===== src/rtl/psum_out_fifo_if.sv =====
// Handshake bundle between the convolution datapath, the psum output FIFO and its consumer.
// The write side, read side, clear and status flags travel together.
interface psum_out_fifo_if #(
   parameter int unsigned DATA_WIDTH = 17,
   parameter int unsigned ADDR_LEN   = 3
);
   logic                  clr;
   logic                  wen;
   logic [DATA_WIDTH-1:0] din;
   logic                  full;
   logic                  ren;
   logic [DATA_WIDTH-1:0] dout;
   logic                  empty;
   logic [ADDR_LEN:0]     count;
   logic                  overflow;
   logic                  underflow;

   modport slave (
      input  clr, wen, din, ren,
      output full, dout, empty, count, overflow, underflow
   );

   modport master (
      output clr, wen, din, ren,
      input  full, dout, empty, count, overflow, underflow
   );
endinterface


===== src/rtl/psum_out_fifo.sv =====
// Power-of-two circular FIFO buffering finished partial sums from the convolution datapath.
// Reads are first-word-fall-through; full/empty come from registered state so backpressure is glitch-free.
module psum_out_fifo #(
   parameter int unsigned DATA_WIDTH = 17,
   parameter int unsigned DEPTH      = 8,
   parameter int unsigned ADDR_LEN   = 3
) (
   input logic              clk,
   input logic              rst,
   psum_out_fifo_if.slave   bus
);
   localparam int unsigned CNT_W = ADDR_LEN + 1;

   logic [DATA_WIDTH-1:0] mem [DEPTH];
   logic [ADDR_LEN-1:0]   wptr;
   logic [ADDR_LEN-1:0]   rptr;
   logic [CNT_W-1:0]      cnt;
   logic                  full_q;
   logic                  empty_q;
   logic                  overflow_q;
   logic                  underflow_q;

   logic                  wr_ok_c;
   logic                  rd_ok_c;
   logic [CNT_W-1:0]      cnt_nxt_c;

   // Acceptance uses the flags as they stand before this edge: a full FIFO drops the write even if it pops.
   always_comb begin
      wr_ok_c   = 1'b0;
      rd_ok_c   = 1'b0;
      cnt_nxt_c = cnt;
      if (!bus.clr) begin
         wr_ok_c   = bus.wen & ~full_q;
         rd_ok_c   = bus.ren & ~empty_q;
         cnt_nxt_c = cnt + CNT_W'(wr_ok_c) - CNT_W'(rd_ok_c);
      end
   end

   // Storage is zeroed by reset only; clr leaves contents in place.
   always_ff @(posedge clk or negedge rst) begin
      if (!rst) begin
         mem <= '{default: '0};
      end else if (wr_ok_c) begin
         mem[wptr] <= bus.din;
      end
   end

   always_ff @(posedge clk or negedge rst) begin
      if (!rst) begin
         wptr        <= '0;
         rptr        <= '0;
         cnt         <= '0;
         full_q      <= 1'b0;
         empty_q     <= 1'b1;
         overflow_q  <= 1'b0;
         underflow_q <= 1'b0;
      end else if (bus.clr) begin
         wptr        <= '0;
         rptr        <= '0;
         cnt         <= '0;
         full_q      <= 1'b0;
         empty_q     <= 1'b1;
         overflow_q  <= 1'b0;
         underflow_q <= 1'b0;
      end else begin
         if (wr_ok_c) wptr <= wptr + ADDR_LEN'(1);
         if (rd_ok_c) rptr <= rptr + ADDR_LEN'(1);
         cnt         <= cnt_nxt_c;
         full_q      <= (cnt_nxt_c == CNT_W'(DEPTH));
         empty_q     <= (cnt_nxt_c == '0);
         overflow_q  <= overflow_q  | (bus.wen & full_q);
         underflow_q <= underflow_q | (bus.ren & empty_q);
      end
   end

   assign bus.dout      = mem[rptr];
   assign bus.full      = full_q;
   assign bus.empty     = empty_q;
   assign bus.count     = cnt;
   assign bus.overflow  = overflow_q;
   assign bus.underflow = underflow_q;
endmodule


===== src/flat_wrapper.sv =====
// flat-port wrapper written by rule: the top's interface ports become plain ports
module psum_out_fifo_flat 
#(
   parameter int unsigned DATA_WIDTH = 17,
   parameter int unsigned DEPTH      = 8,
   parameter int unsigned ADDR_LEN   = 3
)
  (clk, rst, bus_clr, bus_wen, bus_din, bus_ren, bus_full, bus_dout, bus_empty, bus_count, bus_overflow, bus_underflow);
  psum_out_fifo_if #(.DATA_WIDTH(DATA_WIDTH), .ADDR_LEN(ADDR_LEN)) bus_i ();
  input logic clk;
  input logic rst;
  input wire logic [$bits(bus_i.clr)-1:0] bus_clr;
  input wire logic [$bits(bus_i.wen)-1:0] bus_wen;
  input wire logic [$bits(bus_i.din)-1:0] bus_din;
  input wire logic [$bits(bus_i.ren)-1:0] bus_ren;
  output wire logic [$bits(bus_i.full)-1:0] bus_full;
  output wire logic [$bits(bus_i.dout)-1:0] bus_dout;
  output wire logic [$bits(bus_i.empty)-1:0] bus_empty;
  output wire logic [$bits(bus_i.count)-1:0] bus_count;
  output wire logic [$bits(bus_i.overflow)-1:0] bus_overflow;
  output wire logic [$bits(bus_i.underflow)-1:0] bus_underflow;
  assign bus_i.clr = bus_clr;
  assign bus_i.wen = bus_wen;
  assign bus_i.din = bus_din;
  assign bus_i.ren = bus_ren;
  assign bus_full = bus_i.full;
  assign bus_dout = bus_i.dout;
  assign bus_empty = bus_i.empty;
  assign bus_count = bus_i.count;
  assign bus_overflow = bus_i.overflow;
  assign bus_underflow = bus_i.underflow;
  psum_out_fifo #(.DATA_WIDTH(DATA_WIDTH), .DEPTH(DEPTH), .ADDR_LEN(ADDR_LEN)) u_core (.clk(clk), .rst(rst), .bus(bus_i));
endmodule

===== config.mk =====
export PLATFORM = sky130hd
export DESIGN_NAME = psum_out_fifo_flat
export DESIGN_NICKNAME = d
export VERILOG_FILES = /design/src/rtl/psum_out_fifo_if.sv /design/src/rtl/psum_out_fifo.sv /design/src/flat_wrapper.sv
export SDC_FILE = /design/constraint.sdc
export NUM_CORES = 1
export LEC_CHECK = 0
export CORE_AREA = 2 2 117 119
export DETAILED_ROUTE_END_ITERATION = 8
export DIE_AREA = 0 0 119 121
export PLACE_DENSITY = 0.75
export SLEW_MARGIN = 15
export SYNTH_ARGS = -nofsm -noshare
export SYNTH_HDL_FRONTEND = slang
export SYNTH_SLANG_ARGS = --single-unit

===== constraint.sdc =====
create_clock -name clk -period 2.23 [get_ports clk]
set_input_delay 0.446 -clock clk [delete_from_list [all_inputs] [get_ports clk]]
set_output_delay 0.446 -clock clk [all_outputs]
set_load 0.01 [all_outputs]

# After elaboration in Yosys (flattened, before gate mapping)
# Cells that the tools add are included.
dict set report totals {
  regBits 150
  inputBits 22
  out_inout_bits 25
  wordCells 55
}
dict set report op_classes {
  add_sub_neg 4
  order_cmp 3
  n_eq_ne 1
  mux 18
  n_bitwise 10
  reduce_logical 4
}
# op count
set op_table {}
lappend op_table {{136-bit bitwise mux} 1}
lappend op_table {{17-bit binary-select mux with 3-bit select} 1}
lappend op_table {{17-bit demux with 3-bit select} 1}
lappend op_table {{17-bit two-way mux} 3}
lappend op_table {{3-bit two-way mux} 4}
lappend op_table {{4-bit >= comparator (second input constant)} 2}
lappend op_table {{4-bit two-way mux} 2}
lappend op_table {{3-bit NOT with 4-bit output} 2}
lappend op_table {{3-bit by 1-bit adder with 3-bit output (second input constant)} 2}
lappend op_table {{1-bit two-way mux} 6}
lappend op_table {{4-bit by 1-bit adder with 4-bit output} 1}
lappend op_table {{1-bit bitwise AND} 4}
lappend op_table {{4-bit == test (second input constant)} 1}
lappend op_table {{4-bit zero test} 1}
lappend op_table {{4-bit by 1-bit < comparator with 1-bit output (second input constant)} 1}
lappend op_table {{2-bit nonzero test} 2}
lappend op_table {{4-bit by 1-bit subtractor with 4-bit output} 1}
lappend op_table {{1-bit NOT} 2}
lappend op_table {{1-bit OR} 2}
lappend op_table {{1-bit logical AND} 1}

# Longest topological paths before layout
# Gate-level depths: netlist (run 1).
dict set report logic_depth {
  ltp_word 7
  ltp_mapped 8
  ltp_nobuf 8
}

# Least setup slack after synthesis (run 1)
# Ideal clock, no wire load.
dict set report synth_timing {
  kind {reg2reg}
  startpoint {register u_core.empty_q, in the netlist u_core.bus.empty}
  endpoint {register u_core.full_q, in the netlist u_core.bus.full}
  setup_time_ps 101
  t_arrival_ps 2030
  t_required_ps 2129
  path_slack_ps 99
  path_stages_with_launch 9
  path_buffers 0
  synth_period_minus_slack_ps 2131
  cell_sequence {dfstp_2 nor2b_1 ha_1 inv_1 ha_1 fa_1 xnor2_1 o21ai_0 nor4_1}
}
dict set report synth_between {
  elab_chain_cells 6
}
# item line_no
set synth_lines {}
lappend synth_lines {{start, declared} psum_out_fifo.sv:19} ;# logic empty_q;
lappend synth_lines {{start signal, assigned} psum_out_fifo.sv:70} ;# empty_q <= (cnt_nxt_c == '0);
lappend synth_lines {{1-bit NOT} psum_out_fifo.sv:34} ;# rd_ok_c = bus.ren & ~empty_q;
lappend synth_lines {{1-bit bitwise AND} psum_out_fifo.sv:34}
lappend synth_lines {{4-bit by 1-bit subtractor with 4-bit output} psum_out_fifo.sv:35} ;# cnt_nxt_c = cnt + CNT_W'(wr_ok_c) - CNT_W'(rd_ok_c);
lappend synth_lines {{4-bit two-way mux} psum_out_fifo.sv:32} ;# if (!bus.clr) begin
lappend synth_lines {{4-bit == test} psum_out_fifo.sv:69} ;# full_q <= (cnt_nxt_c == CNT_W'(DEPTH));
lappend synth_lines {{1-bit two-way mux} psum_out_fifo.sv:57} ;# end else if (bus.clr) begin
lappend synth_lines {{end signal, assigned} psum_out_fifo.sv:69}
lappend synth_lines {{end, declared} psum_out_fifo.sv:18} ;# logic full_q;
# No other way between the ends.
# A chain may end at the register's enable or synchronous reset.

# Worst setup path in the final report (run 1)
dict set report layout_timing {
  startpoint {register u_core.rptr[0]}
  endpoint {output bus_dout[14]}
}
dict set report layout_between {
  elab_chain_cells 4
}
# item line_no
set layout_lines {}
lappend layout_lines {{start, declared} psum_out_fifo.sv:16} ;# logic [ADDR_LEN-1:0] rptr;
lappend layout_lines {{start signal, assigned} psum_out_fifo.sv:67} ;# if (rd_ok_c) rptr <= rptr + ADDR_LEN'(1);
lappend layout_lines {{3-bit NOT with 4-bit output (not written as such)} psum_out_fifo.sv:76} ;# assign bus.dout = mem[rptr];
lappend layout_lines {{17-bit binary-select mux with 3-bit select} psum_out_fifo.sv:76}
lappend layout_lines {{17-bit two-way mux (not written as such) (2 in a row)} psum_out_fifo.sv:76}
lappend layout_lines {{end, declared} flat_wrapper.sv:17} ;# output wire logic [$bits(bus_i.dout)-1:0] bus_dout;
# No other way between the ends. The select of a mux whose other input is x is not followed.

==> results.py, run 1 <==
metrics = {
    "timing": {
        "fin_tns_setup_ns": -3.239,
        "hold_viol": 0,
        "rsz0062_at_grt": "yes",
        "setup_ws_ns": -0.2214,
        "slew_headroom_pct": 75.19,
        "period_minus_slack_ns": 2.451,
        "maxSlewViolCount": 0,
        "period_share_pct": 109.9,
        "worst_pin_slew_ns": 0.3688,
        "skew_ns": 0.006125,
        "setup_viol": 17,
        "max_freq_mhz": 407.9,
    },
    "synth": {
        "synth-compound-area-share_pct": 0.5825,
        "synthXorXnorAreaFrac_pct": 0.7645,
        "synthFlopType": "dfrtp_1",
        "synth-async-reset-ratio_pct": 100.0,
        "syn_inst": 425,
        "syn_area_per_cell_sq_um": 16.17,
        "syn_nets": 454,
        "synthTopCellsByArea": "dfrtp_1, mux2_2, mux4_2, buf_6, ha_1",
        "synth_simple_gate_area_share_pct": 3.313,
        "synth_top_family_by_area": "multiplexers",
        "synth_top_area_share_pct": 54.24,
        "synth_seq_cells": 150,
        "ys_warn_count": 0,
        "synthAdderAreaFrac_pct": 1.383,
        "ys_top_cells_by_count": "mux2_2, dfrtp_1, mux4_2, nor2_1, buf_6",
        "synthesis.area_sq_um": 6874,
        "muxShareOfSynthArea_pct": 36.55,
        "ys_seq_area_share_pct": 54.62,
        "synth_edf_count": 0,
        "yosysTopAreaCell": "dfrtp_1",
        "yosysMostFrequentCell": "mux2_2",
        "synth.distinct_cells": 35,
    },
    "setup_path": {
        "critPathMaxStageDelay_ns": 0.52,
        "crit_top_cell": "buf_6",
        "cp_cell_sequence": "buf_6 > buf_12 > mux4_2 > mux2_4 > buf_6",
        "r2r_start": "u_core.bus.empty",
        "cp_max_fo": 5,
        "critPathCaptureType": "primary output",
        "critical_path_arrival_ns": 2.01,
        "critPathKind": "register to primary output",
        "startpoint": "u_core.rptr[0]",
        "worstPathRequired_ns": 1.78,
        "cp_slowest_cell": "mux4_2",
        "start_kind": "register",
    },
    "clock_tree": {
        "h-tree-depth": 4,
        "cts_sinks": 150,
        "cts_tree": "yes",
        "cts_inserted_buffers": 17,
        "cts.clk_slew.worst_paths_ns": 0.05,
        "clkLatencyLatePin_ns": 0.42,
        "clock-root-buffer": "clkbuf_16",
        "cts_buffer_depth": 2,
    },
    "routing": {
        "highest_layer": "met4",
        "wire_per_inst_um": 20.32,
        "wirelength_um": 14110,
        "remaining_drc_errors": 0,
        "wl_met2_um": 7013,
        "avgViaCountPerCell": 5.640,
        "drtAntennaViolNets": 0,
        "wl_met1_um": 6380,
        "vias": 3914,
        "first_pass_iters": 4,
        "drt_iter0_markers": 173,
        "met3_length_um": 494,
    },
    "run_status": {
        "outcome": "complete, but fails checks",
        "violations": "negative setup slack",
    },
    "power": {
        "ir_worst_vdd_mv": 0.6426,
        "p_sw_w": 0.002671,
        "p_per_area_nw_per_um2": 1175,
        "pwr-share-seq_pct": 38.9,
        "static-leakage-power_nw": 3.885,
        "power.share.clock_pct": 27.0,
        "p_int_w": 0.007356,
        "p_comb_share_pct": 34.1,
        "swShare_pct": 26.64,
    },
    "hold_path": {
        "min-delay-start": "u_core.mem[97]",
        "hold_class": "register to register",
    },
    "place": {
        "placed_cells": 656,
        "placed_area_sq_um": 7786,
        "hpwl_um": 8692,
        "gp_congestion": 0.7835,
        "portBuffers": 46,
    },
    "floorplanning": {
        "fp.dieW_um": 119,
        "start_util_pct": 52.53,
        "ioPinCount": 47,
        "core_sq_um": 13090,
        "rows": 42,
        "die_h_um": 121,
        "die_area_sq_um": 14400,
    },
    "layout": {
        "area_growth_pct": 24.12,
        "n_fill_cell": 910,
        "utilization_pct": 65.20,
        "layout.nets": 535,
        "final_cell_area_sq_um": 8532,
        "instances_no_fill": 694,
        "insertedDiodeCount": 0,
        "drive_gt1_share_pct": 53.67,
    },
    "flow_run": {
        "cap_violations": 0,
    },
    "global_routing": {
        "grt_use_total_pct": 21.80,
        "grt_pass1_vias": 4355,
        "grt_pass1_wl_um": 23340,
        "antenna_found_initial": 0,
        "grt_max_degree": 53,
        "overflow": 0,
    },
}
## sequential cells by signal, indices dropped and copies added, names as in the netlist
name                  cells
u_core.rptr               3
u_core.bus.overflow       1
u_core.mem              136
u_core.bus.underflow      1
u_core.bus.full           1
u_core.bus.empty          1
u_core.wptr               3
u_core.bus.count          4
## layer usage
layer / GRT usage, % / up-vias
met5: 0 / -
met4: 7.664 / 0
met3: 5.357 / 16
met2: 35.06 / 74
met1: 29.21 / 2086
li1: - / 1738
## layout by cell type (no fill, tap or decap), types with 3 or more instances in the layout
cell type / synthesis / layout
a21oi_1: 4 / 4
ha_1: 6 / 5
buf_4: 1 / 21
mux2_4: 1 / 17
mux4_2: 34 / 34
inv_1: 6 / 6
clkbuf_1: 7 / 8
buf_12: 0 / 15
dfrtp_1: 149 / 148
clkbuf_16: 0 / 17
mux2_2: 152 / 136
clkdlybuf4s50_1: 0 / 28
nor2_2: 3 / 3
nor2b_1: 4 / 3
buf_6: 9 / 18
nand3b_1: 3 / 3
nor2_1: 10 / 10
xnor2_1: 4 / 4
## path summary, 6_finish.rpt
path                       slack [ns]  cells after the start                to
max                             -0.22                      5      bus_dout[14]
min                              0.50                      1    u_core.mem[97]
max reg2reg                      0.16                      8  u_core.bus.empty
min reg2reg                      0.50                      1    u_core.mem[97]
max in group asynchronous        1.10                      3    u_core.mem[87]
min in group asynchronous        0.52                      2    u_core.mem[73]
## final cells by class
class / count / area [sq um] / area share, %
Clock buffer: 27 / 483.0 / 5.661
Timing Repair Buffer: 86 / 975.9 / 11.44
Multi-Input combinational cell: 245 / 3004 / 35.21
Sequential cell: 150 / 3756 / 44.02
Clock inverter: 4 / 70.07 / 0.8212
Tap cell: 176 / 220.2 / 2.581
Inverter: 6 / 22.52 / 0.2640
## logic make-up (layout without fill, tap and decap cells)
family | count (synthesis) | count (layout)
multiplexers | 189 | 189
buffers and inverters | 30 | 123
adder cells (fa/ha/maj) | 7 | 7
flip-flops | 150 | 150
AND/OR/NAND/NOR | 36 | 36
AO/OA/AOI/OAI | 7 | 7
XOR/XNOR | 6 | 6
## critical path, delay by kind of cell, from the launching register on
family	cells	cell delay, ns
flip-flops	1	0.39
buffers and inverters	3	0.39
multiplexers	2	0.81
## timing repair
action,in CTS,in global routing
pin swaps,2,2
gates cloned,2,0
hold endpoints to repair,36,0
endpoints found under the setup margin,19,19
setup buffers,5,1
gates resized for setup,98,18
hold buffers,1,0
## power groups by stage
| stage | combinational (W) | sequential [W] | clock, W |
|---|---|---|---|
| after CTS | 0.00335 | 0.00388 | 0.00276 |
| final | 0.00342 | 0.00390 | 0.00271 |
| after global placement | 0.00301 | 0.00387 | 0 |
| after floorplan | 0.00199 | 0.00380 | 0 |
| after global routing | 0.00370 | 0.00400 | 0.00288 |
| after detailed placement | 0.00309 | 0.00393 | 0 |
## stage by stage
stage	hold slack, ns	setup WS (ns)	power (W)
floorplan	0.1504	0.09898	0.005786
global placement	0.3692	-0.3012	0.006880
detailed placement	0.3772	-0.5228	0.007024
CTS	0.4995	-0.2798	0.009995
global route	0.5090	-0.2863	0.01057
finish	0.4987	-0.2214	0.01003
No activity file was read; power rests on OpenSTA's default activity.
==> run 2, diff against run 1 <==
--- a/config.mk
+++ b/config.mk
@@ -5,10 +5,10 @@
 export SDC_FILE = /design/constraint.sdc
 export NUM_CORES = 1
 export LEC_CHECK = 0
-export CORE_AREA = 2 2 117 119
+export CORE_AREA = 2 2 111 113
 export DETAILED_ROUTE_END_ITERATION = 8
-export DIE_AREA = 0 0 119 121
-export PLACE_DENSITY = 0.75
+export DIE_AREA = 0 0 113 115
+export PLACE_DENSITY = 0.79
 export SLEW_MARGIN = 15
 export SYNTH_ARGS = -nofsm -noshare
 export SYNTH_HDL_FRONTEND = slang
==> constraint.sdc (replaced) <==
create_clock -name clk -period 2.3 [get_ports clk]
set_input_delay 0.46 -clock clk [delete_from_list [all_inputs] [get_ports clk]]
set_output_delay 0.46 -clock clk [all_outputs]
set_load 0.01 [all_outputs]
==> results.py, run 2 (synthesis gave the netlist of run 1 again) <==
metrics = {
    "floorplanning": {
        "die_h_um": 115,
        "start_util_pct": 58.20,
        "die_area_sq_um": 13000,
        "core_sq_um": 11810,
        "fp.dieW_um": 113,
        "ioPinCount": 47,
        "rows": 40,
    },
    "routing": {
        "drt_iter0_markers": 299,
        "wirelength_um": 14150,
        "avgViaCountPerCell": 5.852,
        "remaining_drc_errors": 1,
        "drtAntennaViolNets": 0,
        "first_pass_iters": 6,
        "wire_per_inst_um": 21.13,
        "vias": 3921,
    },
    "timing": {
        "max_freq_mhz": 394.2,
        "maxSlewViolCount": 0,
        "period_share_pct": 110.3,
        "slew_headroom_pct": 62.81,
        "skew_ns": 0.005286,
        "hold_viol": 0,
        "setup_ws_ns": -0.2365,
        "setup_viol": 17,
        "worst_pin_slew_ns": 0.5578,
        "rsz0062_at_grt": "yes",
        "period_minus_slack_ns": 2.537,
        "fin_tns_setup_ns": -3.350,
    },
    "clock_tree": {
        "cts.clk_slew.worst_paths_ns": 0.05,
        "cts_sinks": 150,
        "clkLatencyLatePin_ns": 0.42,
        "h-tree-depth": 4,
        "cts_buffer_depth": 2,
        "clock-root-buffer": "clkbuf_16",
        "ctsHoldBuffers": 0,
        "cts_inserted_buffers": 17,
        "cts_tree": "yes",
    },
    "global_routing": {
        "grt_use_total_pct": 23.85,
        "grt_max_degree": 56,
        "grt_pass1_vias": 4337,
        "overflow": 0,
        "antenna_found_initial": 0,
        "grt_pass1_wl_um": 23050,
    },
    "setup_path": {
        "cp_cell_sequence": "buf_6 > buf_12 > mux4_2 > mux2_4 > buf_6",
        "cp_top_family": "multiplexers",
        "start_kind": "register",
        "crit_top_cell": "buf_6",
        "critical_path_arrival_ns": 2.08,
        "cp_max_fo": 5,
        "cp_slowest_cell": "mux4_2",
        "critPathKind": "register to primary output",
        "critPathMaxStageDelay_ns": 0.49,
        "path_buf_inv": 3,
        "worstPathRequired_ns": 1.84,
        "critPathCaptureType": "primary output",
        "r2r_slack_ns": 0.06,
    },
    "layout": {
        "area_growth_pct": 24.35,
        "final_cell_area_sq_um": 8548,
        "largest_reg_flops": 136,
        "final_cell_mix": "dfrtp_1, mux2_2, mux4_2, clkdlybuf4s50_1, buf_6",
        "layout_commonest_cell": "dfrtp_1",
        "drive_gt1_share_pct": 54.49,
        "layout.nets": 539,
        "insertedDiodeCount": 0,
        "regMostFlops": "u_core.mem",
    },
    "hold_path": {
        "hold_class": "input port to asynchronous set/reset pin",
    },
    "power": {
        "static-leakage-power_nw": 3.907,
        "ir_worst_vdd_mv": 0.7332,
        "p_per_area_nw_per_um2": 1155,
    },
    "place": {
        "placed_area_sq_um": 7710,
        "place_ws_ns": -0.3735,
        "hpwl_um": 8468,
        "gp_congestion": 0.7392,
        "portBuffers": 46,
    },
    "flow_run": {
        "cap_violations": 0,
    },
    "run_status": {
        "violations": "design-rule violations, negative setup slack",
        "outcome": "complete, but fails checks",
    },
}
## run 2: cell count changes in the layout (fill, tap and decap cells not counted), sizes merged
cell,previous run,this run
buf,57,62
clkinv,2,3
dlygate4sd3,1,0
## run 2: where the power goes
part	total, W	internal (W)	switching [W]	leakage [nW]
sequential	0.00380	0.00338	0.000421	1.98
combinational	0.00343	0.00220	0.00123	1.65
clock	0.00265	0.00165	0.000997	0.273
total	0.00987	0.00723	0.00265	3.91
## run 2: final cells by class
cell class	instances	area, sq um
inverters	6	22.52
repair buffers	90	1032
fillers	733	3263
clock inverters	5	75.07
clock buffers	27	483.0
well taps	147	183.9
flip-flops and latches	150	3756
multi-input cells	245	2995
## run 2: worst reg2reg max path: stages, from the launching register on
cell and delay (ns):
dfstp_2 0.57, nor2b_2 0.06, ha_1 0.26, inv_1 0.05, ha_1 0.18, fa_2 0.45
nor2_1 0.12, o21ai_1 0.13, nor4_2 0.31
## run 2: routing by layer
metal | vias up | global-route usage, % | part of all wire, %
li1 | 1744 | - | -
met1 | 2095 | 31.44 | 44
met2 | 68 | 39.52 | 51
met3 | 14 | 5.746 | 3.0
met4 | 0 | 8.130 | 1.3
met5 | - | 0 | 0
## run 2: stage by stage
stage | cells | total power [W] | util (%) | hold slack, ns
floorplan | 425 | 0.005610 | - | 0.1644
global placement | 625 | 0.006616 | 65.28 | 0.4583
detailed placement | 625 | 0.006753 | 65.28 | 0.4652
CTS | 670 | 0.009864 | 72.38 | 0.02132
global route | 670 | 0.01035 | 72.37 | 0.03663
finish | 670 | 0.009873 | 72.37 | 0.01892
## run 2: what timing repair did
item                       in CTS  in global routing
cloned                          2                  0
pin swaps                       0                  2
setup endpoints to repair      17                 19
gates resized for setup       113                  5
setup buffers                  13                  1
## run 2: path summary, 6_finish.rpt
check,start,to,depth (start not counted)
max,u_core.rptr[0],bus_dout[16],5
min,rst,u_core.mem[55],1
max reg2reg,u_core.bus.empty,u_core.bus.full,8
min reg2reg,u_core.mem[86],u_core.mem[86],1
max in group asynchronous,rst,u_core.bus.empty,2
min in group clk,u_core.mem[86],u_core.mem[86],1
==> run 3, diff against run 2 <==
--- a/config.mk
+++ b/config.mk
@@ -5,10 +5,11 @@
 export SDC_FILE = /design/constraint.sdc
 export NUM_CORES = 1
 export LEC_CHECK = 0
-export CORE_AREA = 2 2 111 113
+export ABC_CLOCK_PERIOD_IN_PS = 2200
+export CORE_AREA = 2 2 117 119
 export DETAILED_ROUTE_END_ITERATION = 8
-export DIE_AREA = 0 0 113 115
-export PLACE_DENSITY = 0.79
+export DIE_AREA = 0 0 119 121
+export PLACE_DENSITY = 0.75
 export SLEW_MARGIN = 15
 export SYNTH_ARGS = -nofsm -noshare
 export SYNTH_HDL_FRONTEND = slang
==> constraint.sdc (replaced) <==
create_clock -name clk -period 2.2 [get_ports clk]
set_input_delay 0.44 -clock clk [delete_from_list [all_inputs] [get_ports clk]]
set_output_delay 0.44 -clock clk [all_outputs]
set_load 0.01 [all_outputs]
==> results.py, run 3 (synthesis gave the netlist of run 1 again) <==
metrics = {
    "clock_tree": {
        "h-tree-depth": 4,
        "cts_inserted_buffers": 17,
        "ctsHoldBuffers": 0,
        "clock-root-buffer": "clkbuf_16",
        "cts_sinks": 150,
        "cts.clk_slew.worst_paths_ns": 0.06,
        "clkLatencyLatePin_ns": 0.42,
        "cts_buffer_depth": 2,
        "cts_tree": "yes",
    },
    "routing": {
        "remaining_drc_errors": 0,
        "vias": 3933,
        "first_pass_iters": 4,
        "wire_per_inst_um": 21.16,
        "wirelength_um": 14660,
        "drtAntennaViolNets": 0,
        "avgViaCountPerCell": 5.675,
        "drt_iter0_markers": 239,
    },
    "power": {
        "p_per_area_nw_per_um2": 1221,
        "static-leakage-power_nw": 3.921,
        "ir_worst_vdd_mv": 0.6984,
    },
    "timing": {
        "max_freq_mhz": 403.1,
        "setup_ws_ns": -0.2807,
        "period_share_pct": 112.8,
        "skew_ns": 0.004467,
        "slew_headroom_pct": 61.26,
        "maxSlewViolCount": 0,
        "fin_hold_ws_ns": 0.004309,
        "setup_viol": 17,
        "worst_pin_slew_ns": 0.5811,
        "hold_viol": 0,
        "period_minus_slack_ns": 2.481,
        "rsz0062_at_grt": "yes",
    },
    "layout": {
        "final_cell_mix": "dfrtp_1, mux2_2, mux4_2, clkdlybuf4s50_1",
        "utilization_pct": 65.84,
        "final_cell_area_sq_um": 8616,
        "largest_reg_flops": 136,
        "multi_input_area_sq_um": 3010,
        "ff_latch_area_sq_um": 3756,
        "layout_commonest_cell": "dfrtp_1",
        "area_growth_pct": 25.34,
        "layout.nets": 533,
        "insertedDiodeCount": 0,
        "regMostFlops": "u_core.mem",
        "n_fill_cell": 921,
        "drive_gt1_share_pct": 55.32,
    },
    "place": {
        "placed_area_sq_um": 7794,
        "hpwl_um": 8597,
        "gp_congestion": 0.7625,
        "portBuffers": 46,
    },
    "floorplanning": {
        "die_area_sq_um": 14400,
        "start_util_pct": 52.53,
        "fp.dieW_um": 119,
        "die_h_um": 121,
        "core_sq_um": 13090,
        "rows": 42,
        "ioPinCount": 47,
    },
    "hold_path": {
        "hold_class": "input port to asynchronous set/reset pin",
    },
    "setup_path": {
        "cp_max_fo": 7,
        "start_kind": "register",
        "critical_path_arrival_ns": 2.04,
        "r2r_slack_ns": 0.09,
        "critPathKind": "register to primary output",
        "critPathCaptureType": "primary output",
        "worstPathRequired_ns": 1.76,
    },
    "flow_run": {
        "cap_violations": 0,
    },
    "run_status": {
        "outcome": "complete, but fails checks",
        "violations": "negative setup slack",
    },
    "global_routing": {
        "grt_use_total_pct": 22.27,
        "grt_pass1_vias": 4350,
        "grt_max_degree": 62,
        "overflow": 0,
        "antenna_found_initial": 0,
        "grt_pass1_wl_um": 23710,
    },
}
-- run 3: report_power, final --
part,internal (W),switching (W)
clock,0.00196,0.00109
sequential,0.00353,0.000436
combinational,0.00221,0.00129
total,0.00770,0.00282
-- run 3: final timing paths --
path	start	to	cells after the start
setup / recovery	u_core.rptr[0]	bus_dout[12]	5
hold / removal	rst	u_core.mem[55]	1
setup reg to reg	u_core.bus.empty	u_core.bus.full	8
hold reg to reg	u_core.mem[74]	u_core.mem[74]	1
max in group asynchronous	rst	u_core.mem[98]	2
min in group clk	u_core.mem[74]	u_core.mem[74]	1
-- run 3: cell type report --
| type | count | share of cell area [%] |
|---|---|---|
| inverters | 6 | 0.2614 |
| flip-flops and latches | 150 | 43.60 |
| multi-input cells | 245 | 34.94 |
| repair buffers | 84 | 11.34 |
| well taps | 176 | 2.556 |
| clock inverters | 8 | 1.365 |
| clock buffers | 24 | 5.940 |
-- run 3: what timing repair did --
action | CTS | global route
pin swaps | 2 | 1
setup endpoints to repair | 19 | 20
gates resized for setup | 101 | 10
setup buffers | 9 | 0
gates cloned | 2 | 0
-- run 3: metrics by stage --
stage	worst slack (ns)	total power, W	TNS, ns	instances
6_report	-0.2807	0.01052	-4.214	693
5_1_grt	-0.3496	0.01103	-5.403	693
4_1_cts	-0.3363	0.01052	-4.666	695
3_5_place_dp	-0.5158	0.007121	-9.289	652
3_3_place_gp	-0.3304	0.006970	-8.342	652
2_1_floorplan	0.06898	0.005865	0	425
-- run 3: worst max-delay path: stages, from the launching register on --
cell and delay, ns:
dfrtp_2 0.42, buf_4 0.14, buf_12 0.12, mux4_2 0.50, mux2_4 0.29, buf_2 0.14
-- run 3: layer usage --
metal / vias up / GRT usage (%) / part of all wire (%)
met1: 2091 / 29.81 / 45
met3: 21 / 5.310 / 4.2
met2: 90 / 35.42 / 49
met5: - / 0 / 0
met4: 0 / 9.003 / 2.1
li1: 1731 / - / -
